==> src/rtl/pic_pkg.sv <==
// Shared definitions for the interrupt controller blocks: default level count,
// level-index width helper and EOI command kinds.
package pic_pkg;

    localparam int PIC_N_IRQ = 8;

    typedef enum logic {
        EOI_NONSPEC = 1'b0,
        EOI_SPEC    = 1'b1
    } eoi_kind;

    // Width of a level index; never below one bit so two-level builds still have a port.
    function automatic int lvl_w(input int n);
        return (n <= 2) ? 1 : $clog2(n);
    endfunction

endpackage

==> src/rtl/pic_rot_prio_enc.sv <==
// Rotating priority encoder: finds the first set bit of vec, searching upward
// (with wrap) from the level just above lowest_prio.
module pic_rot_prio_enc
    import pic_pkg::*;
#(
    parameter  int N_IRQ = PIC_N_IRQ,
    localparam int LVL_W = lvl_w(N_IRQ)
) (
    input  logic [N_IRQ-1:0] vec,
    input  logic [LVL_W-1:0] lowest_prio,
    output logic             valid,
    output logic [LVL_W-1:0] level
);

    always_comb begin
        int idx;
        valid = 1'b0;
        level = '0;
        idx   = 0;
        for (int i = 0; i < N_IRQ; i++) begin
            // lowest_prio never exceeds N_IRQ-1, so one subtraction is enough to wrap.
            idx = int'(lowest_prio) + 1 + i;
            if (idx >= N_IRQ) begin
                idx = idx - N_IRQ;
            end
            if (!valid && vec[idx]) begin
                valid = 1'b1;
                level = LVL_W'(idx);
            end
        end
    end

endmodule

==> src/rtl/pic_isr_rotating.sv <==
// In-service register with EOI/AEOI handling and rotating priority base.
// Commands are single-cycle pulses; all effects are computed from pre-edge state.
module pic_isr_rotating
    import pic_pkg::*;
#(
    parameter  int N_IRQ = PIC_N_IRQ,
    localparam int LVL_W = lvl_w(N_IRQ)
) (
    input  logic             clk,
    input  logic             rst_n,
    input  logic             ack_set_i,
    input  logic [LVL_W-1:0] ack_level_i,
    input  logic             aeoi_en_i,
    input  logic             eoi_i,
    input  logic             eoi_specific_i,
    input  logic [LVL_W-1:0] eoi_level_i,
    input  logic             rotate_on_eoi_i,
    input  logic             prio_set_i,
    input  logic [LVL_W-1:0] prio_level_i,
    output logic [N_IRQ-1:0] isr_o,
    output logic             top_valid_o,
    output logic [LVL_W-1:0] top_level_o,
    output logic [LVL_W-1:0] lowest_prio_o
);

    logic [N_IRQ-1:0] isr_q, isr_d;
    logic [LVL_W-1:0] lowest_q, lowest_d;
    logic             eoi_hit;
    logic [LVL_W-1:0] eoi_lvl;
    logic             aeoi_hit;
    eoi_kind          kind;

    // Out-of-range levels only exist for non-power-of-two N_IRQ; such commands are dropped.
    function automatic logic lvl_ok(input logic [LVL_W-1:0] l);
        return int'(l) < N_IRQ;
    endfunction

    assign kind = eoi_kind'(eoi_specific_i);

    pic_rot_prio_enc #(.N_IRQ(N_IRQ)) u_enc (
        .vec         (isr_q),
        .lowest_prio (lowest_q),
        .valid       (top_valid_o),
        .level       (top_level_o)
    );

    always_comb begin
        isr_d    = isr_q;
        lowest_d = lowest_q;
        eoi_hit  = 1'b0;
        eoi_lvl  = '0;
        aeoi_hit = 1'b0;

        if (eoi_i) begin
            if (kind == EOI_SPEC) begin
                if (lvl_ok(eoi_level_i)) begin
                    eoi_hit = 1'b1;
                    eoi_lvl = eoi_level_i;
                end
            end else if (top_valid_o) begin
                eoi_hit = 1'b1;
                eoi_lvl = top_level_o;
            end
        end
        if (eoi_hit) begin
            isr_d[eoi_lvl] = 1'b0;
        end

        // Ack is applied after the clear, so an EOI and re-ack of one level leaves it set.
        if (ack_set_i && lvl_ok(ack_level_i)) begin
            if (aeoi_en_i) begin
                aeoi_hit = 1'b1;
            end else begin
                isr_d[ack_level_i] = 1'b1;
            end
        end

        if (prio_set_i && lvl_ok(prio_level_i)) begin
            lowest_d = prio_level_i;
        end else if (rotate_on_eoi_i && eoi_hit) begin
            lowest_d = eoi_lvl;
        end else if (rotate_on_eoi_i && aeoi_hit) begin
            lowest_d = ack_level_i;
        end
    end

    always_ff @(posedge clk or negedge rst_n) begin
        if (!rst_n) begin
            isr_q    <= '0;
            lowest_q <= LVL_W'(N_IRQ - 1);
        end else begin
            isr_q    <= isr_d;
            lowest_q <= lowest_d;
        end
    end

    assign isr_o         = isr_q;
    assign lowest_prio_o = lowest_q;

endmodule

==> config.mk <==
export PLATFORM = sky130hd
export DESIGN_NAME = pic_isr_rotating
export DESIGN_NICKNAME = d
export VERILOG_FILES = /design/src/rtl/pic_pkg.sv /design/src/rtl/pic_rot_prio_enc.sv /design/src/rtl/pic_isr_rotating.sv
export SDC_FILE = /design/constraint.sdc
export NUM_CORES = 1
export LEC_CHECK = 0
export BUFFER_PORTS_ARGS = -buffer_cell sky130_fd_sc_hd__buf_4
export CAP_MARGIN = 20
export CELL_PAD_IN_SITES_DETAIL_PLACEMENT = 2
export CELL_PAD_IN_SITES_GLOBAL_PLACEMENT = 2
export CORE_ASPECT_RATIO = 1.2
export CORE_UTILIZATION = 33
export CTS_BUF_LIST = sky130_fd_sc_hd__clkbuf_8
export CTS_CLUSTER_DIAMETER = 80
export DETAILED_ROUTE_END_ITERATION = 16
export GPL_TIMING_DRIVEN = 0
export PLACE_DENSITY = 0.78
export SYNTH_ARGS = -nofsm -noshare
export SYNTH_HDL_FRONTEND = slang
export SYNTH_SLANG_ARGS = --single-unit
==> constraint.sdc <==
create_clock -name clk -period 3.65 [get_ports clk]
set_input_delay 0.5475 -clock clk [delete_from_list [all_inputs] [get_ports clk]]
set_output_delay 0.5475 -clock clk [all_outputs]
set_load 0.02 [all_outputs]
== Word-level counts from Yosys, hierarchy flattened ==
Index checks and enable logic that the tools add are counted.
Cells by class
  mux-type cells: 66
  bitwise gates (word level): 3
  magnitude comparators: 20
  reductions and logical operators: 19
  add/subtract/negate cells: 16
Operators with widths (count)
  < comparator 32 x 5 -> 1 bit (second input constant): 8
  2-to-1 mux 32 bit: 8
  greater-or-equal comparator 32 x 5 -> 1 bit (second input constant): 7
  subtractor 32 x 5 -> 32 bit (second input constant): 7
  adder 32 x 4 -> 32 bit (second input constant): 4
  adder 32 x 3 -> 32 bit (second input constant): 2
  2-to-1 mux 3 bit: 14
  adder 32 x 2 -> 32 bit (second input constant): 1
  2-to-1 mux 1 bit: 31
  binary-select mux 1 bit (select 3 bit): 8
  2-to-1 mux 8 bit: 3
  logical AND 1 bit: 11
  bitwise AND 8 bit: 1
  < comparator 3 x 4 -> 1 bit (second input constant): 2
  NOT 8 bit: 1
  OR 8 bit: 1
  logical NOT 1 bit: 7
  demux 1 bit (select 3 bit): 2
  greater-or-equal comparator 3 x 1 -> 1 bit (second input constant): 2
  subtractor 4 x 4 -> 5 bit (second input constant): 1
  adder 3 x 1 -> 4 bit (second input constant): 1
  greater-or-equal comparator 4 bit (second input constant): 1
  nonzero test 3 bit: 1
Storage, ports and cells
  word-level logic and storage cells: 126
  input port bits: 17
  register bits: 11
  output and inout bits: 15

== Logic depth before layout (Yosys ltp) ==
  depth in word-level cells: 41
  depth in mapped cells: 15

== Modules after synthesis ==
A second synthesis with hierarchy kept.
Second synthesis, totals
  cells, all modules: 173
  area, all modules: 1629.1 µm²
Modules (own cells, without submodules)
  pic_rot_prio_enc: area an instance 954.7 µm², sequential area each 0.0 µm², instances 1, cells each 105
  pic_isr_rotating: area an instance 674.4 µm², sequential area each 279.0 µm², instances 1, cells each 68

== Worst setup path before layout ==
Ideal clock, no wire load.
  kind: reg-to-output
  start: reg lowest_q[0], in the netlist lowest_prio_o[0]
  end: out top_level_o[2]
  cell stages (with the launch flop): 13
  data required time: 3.102 ns
  arrival time: 3.210 ns
  buffers on the path: 4
  slack: -0.107 ns
  path through: dfstp_2 > buf_6 > buf_6 > inv_1 > ha_1 > buf_6 > buf_12 > mux2i_1 > mux4_2 > a22oi_2 > o22ai_1 > and2_1 > or3_1
On the way
  longest elaborated chain between the ends: 28
Ends and longest elaborated chain
  start: declaration: line pic_isr_rotating.sv:27  | logic [LVL_W-1:0] lowest_q, lowest_d;
  start signal: assignment: line pic_isr_rotating.sv:90  | lowest_q <= LVL_W'(N_IRQ - 1);
  start signal: assignment: line pic_isr_rotating.sv:93  | lowest_q <= lowest_d;
  adder 3 x 1 -> 4 bit (*): line pic_rot_prio_enc.sv:22  | idx = int'(lowest_prio) + 1 + i;
  parallel branches: the longest is 26 deep, another holds adder 32 x 2 -> 32 bit
  2-to-1 mux 3 bit (*): line pic_rot_prio_enc.sv:26  | if (!valid && vec[idx]) begin
  end: declaration: line pic_isr_rotating.sv:22  | output logic [LVL_W-1:0] top_level_o,
Mark *: on every way between the ends. The select of a mux whose other input is x is not followed.

== Worst setup path in the final report ==
  start: reg lowest_q[0], in the netlist lowest_prio_o[0]
  end: out top_level_o[1]
Same word-level chain as after synthesis.

==> impl_results.md <==
* Minimum clock period at 3.87 ns
* Die X at 70.1 microns
* Area of the multi-input gates at 0.00175 sq mm
* DR iter-0 viols at 115
* GR Util met3 at 2.90%
* Maxcap violations at 0
* Worst path arrival time at 3.32 ns
* Via density per instance at 6.40
* Post-DP HPWL at 5090 microns
* Die area at 0.00587 sq mm
* Syn nets at 215
* Cell variety after synth at 63
* Clock Latency Late Sink at 0.24 ns
* GRT Total Usage at 29.4%
* Fmax at 0.258 GHz
* Post-synth EDFFs at 0
* Diodes inserted at 0
* Global routing's busiest layer: met2
* Slowest stage cell on the critical path: dfstp_2
* Fin nets at 287
* CTS buffer count at 3
* Final period utilization at 106%
* Number of remaining DRC errors at 0
* Overall power at 0.00217 W
* Violated checks: negative setup slack
* Max_slew headroom at 48.0%
* Top FF cell, synth: dfrtp_1
* Cell chain of the critical path: buf_6 -> inv_8 -> ha_4 -> buf_6 -> buf_16 -> buf_6 -> mux4_2 -> mux2i_4 -> o211ai_1 -> nor2_4 -> a21boi_4 -> o21ai_1 -> buf_4
* Worst slew pin tran at 0.779 ns
* CP Capture Type: output port
* Fin Clk Skew at 0.00574 ns
* Hold WS at 0.134 ns
* Syn_area_per_cell at 9.38 sq um
* Final WS setup at -0.219 ns
* Ys Warns at 0
* Clk slew on worst S/H paths at 0.06 ns
* Vias after detailed routing at 2106
* Leakage at 1.20 nW
* Hold buffers post-CTS at 0
* Total congestion overflow at 0
* Antenna violations before repair at 0
* Status: complete, but fails checks
* Share of cells above drive strength 1 at 57.3%
* # IOs at 32
* Max VDD drop at 0.463 mV
* Area growth syn-to-layout at 56.8%
* Worst setup SP type: flip-flop
* H-tree depth at 1
* CORE AREA at 0.00533 sq mm
* Final core occ at 54.0%
* PortBufs at 31
* CP required at 3.10 ns
* Buffers from clock root to sink, at most at 2
* CTS Root Cell: clkbuf_8
* RSZ-0062 raised after global routing: yes
* Area occupied by registers at 279 sq um
* PwrDens at 754 mW/mm^2
* Die Span Y at 83.8 microns
* Clock sink count at 11
* CP max stage delay at 0.55 ns
* Met2 GRT Util at 56.7%
* Sequential cell area fraction in the yosys report at 15.2%
* Antenna viol nets, final at 0
* First-pass GRT wire length at 13100 microns
* TritonCTS clock tree: yes
* Vias in the first global route at 2298
* Slew Limit Fails at 0
* Final Setup Violations at 14
* Global placer's final weighted congestion at 0.788
* Routed WL at 10000 microns
* Synthesized area at 0.00184 sq mm
* Met1 Use GR at 32.5%
* Final hold vios at 0
* WL/cell at 30.5 microns
* Worst path most repeated cell: buf_6
* Site Rows at 29
* WS Path Type: reg2out
* Share of synthesized registers carrying an async set or reset at 100%
* CP Max Fanout at 5
* FILL cells at 541
* Synthesized instance count at 196
* Synth Register Bits at 11
* Starting Density at 34.5%
* TritonRoute pass-1 iters at 4
* Min-delay worst type: in2async
* Largest net degree at the start of global routing at 12
==> synthesized netlist by cell type, types with 3 or more instances <==
library cell   n  share of area (%)
a21oi_1        7                1.9
a221o_1        3                1.6
a22oi_1        4                1.6
a32o_1         3                1.6
and2_1         4                1.4
buf_2          4                1.1
buf_6          3                1.8
dfrtp_1        8                 11
dfstp_2        3                4.3
inv_1         15                3.1
mux2_2         5                3.1
mux2i_1       11                6.0
mux4_1         3                4.3
mux4_2        10                 12
nand2_1       22                4.5
nand2b_1       3                1.0
nand3_1        4                1.1
nor2_1        12                2.5
nor3_1         5                1.4
nor3b_1        3                1.2
nor4_1         3                1.0
o21ai_0        8                2.2
o21ai_1        3               0.82
or3_1          3                1.0
==> stage by stage <==
step | area [sq um] | instances | setup slack [ns] | setup TNS (ns)
floorplan | 1850 | 196 | -0.0187 | -0.0187
global placement | 2160 | 289 | -0.455 | -4.06
detailed placement | 2160 | 289 | -0.493 | -4.53
CTS | 2590 | 316 | -0.104 | -0.202
global route | 2880 | 329 | -0.276 | -2.61
finish | 2880 | 329 | -0.219 | -1.65
==> cells in the final DEF, fill, tap and decap left out, types with 4 or more instances in the layout <==
master,instances
nor3_1,5
mux2i_4,4
buf_4,56
nand2_1,18
buf_6,13
nor2_1,9
mux4_2,11
dfrtp_1,8
o21ai_1,9
inv_1,13
mux2i_1,6
==> area by class of cell <==
cell class	instances	area share, %
multi-input cells	161	60.6
repair buffers	69	20.8
flip-flops and latches	11	9.68
well taps	62	2.69
plain buffers	7	2.34
inverters	15	2.21
clock buffers	3	1.43
clock inverters	1	0.174
==> state kept, by name, indices dropped and copies added, names as in the netlist <==
name / flops
isr_o: 8
lowest_prio_o: 3
==> kinds of logic (layout without fill, tap and decap cells) <==
| family | Yosys count | in the layout | synth area share (%) |
|---|---|---|---|
| muxes | 31 | 31 | 27.2 |
| buffers and inverters | 24 | 95 | 7.28 |
| and+or+nand+nor | 66 | 66 | 17.6 |
| DFF | 11 | 11 | 15.2 |
| adders and majority gates | 2 | 2 | 1.36 |
| xor gates and xnor gates | 4 | 4 | 3.47 |
| AOI/OAI and AO/OA | 58 | 58 | 28.0 |
==> critical path, delay by kind of cell (launching register included) <==
family,cells,cell delay [ns]
simple gates,1,0.32
buf+inv,6,0.67
fa+ha+maj,1,0.32
flops,1,0.55
mux,2,0.57
compound gates,3,0.66
==> power breakdown <==
group          total (W)  switching (W)  internal [W]
clock           0.000129      0.0000537     0.0000753
sequential      0.000298       0.000136      0.000163
combinational    0.00175       0.000921      0.000824
==> final timing paths <==
| kind | from | end | slack (ns) | depth (start not counted) |
|---|---|---|---|---|
| min in group clk | prio_set_i | lowest_prio_o[2]$_DFFE_PN1P_ | 0.52 | 2 |
| setup / recovery | lowest_prio_o[0]$_DFFE_PN1P_ | top_level_o[1] | -0.22 | 13 |
| hold reg to reg | isr_o[3]$_DFF_PN0_ | isr_o[3]$_DFF_PN0_ | 0.71 | 2 |
| setup reg to reg | lowest_prio_o[0]$_DFFE_PN1P_ | lowest_prio_o[0]$_DFFE_PN1P_ | -0.17 | 15 |
| hold / removal | rst_n | isr_o[4]$_DFF_PN0_ | 0.13 | 1 |
| max in group asynchronous | rst_n | lowest_prio_o[0]$_DFFE_PN1P_ | 3.28 | 1 |
==> layer usage <==
| layer | vias to the layer above | part of all wire [%] |
|---|---|---|
| li1 | 921 | - |
| met1 | 1103 | 39 |
| met2 | 63 | 55 |
| met3 | 19 | 3.7 |
| met4 | 0 | 2.8 |
| met5 | - | 0 |
==> what timing repair did <==
action | in CTS | in global routing
gates cloned | 1 | 0
buffers inserted | 23 | 14
gates resized for setup | 38 | 42
pin swaps | 16 | 24
endpoints found under the hold margin | 0 | 0
setup endpoints to repair | 15 | 15
Note: power is estimated with default switching activity, not from simulation.
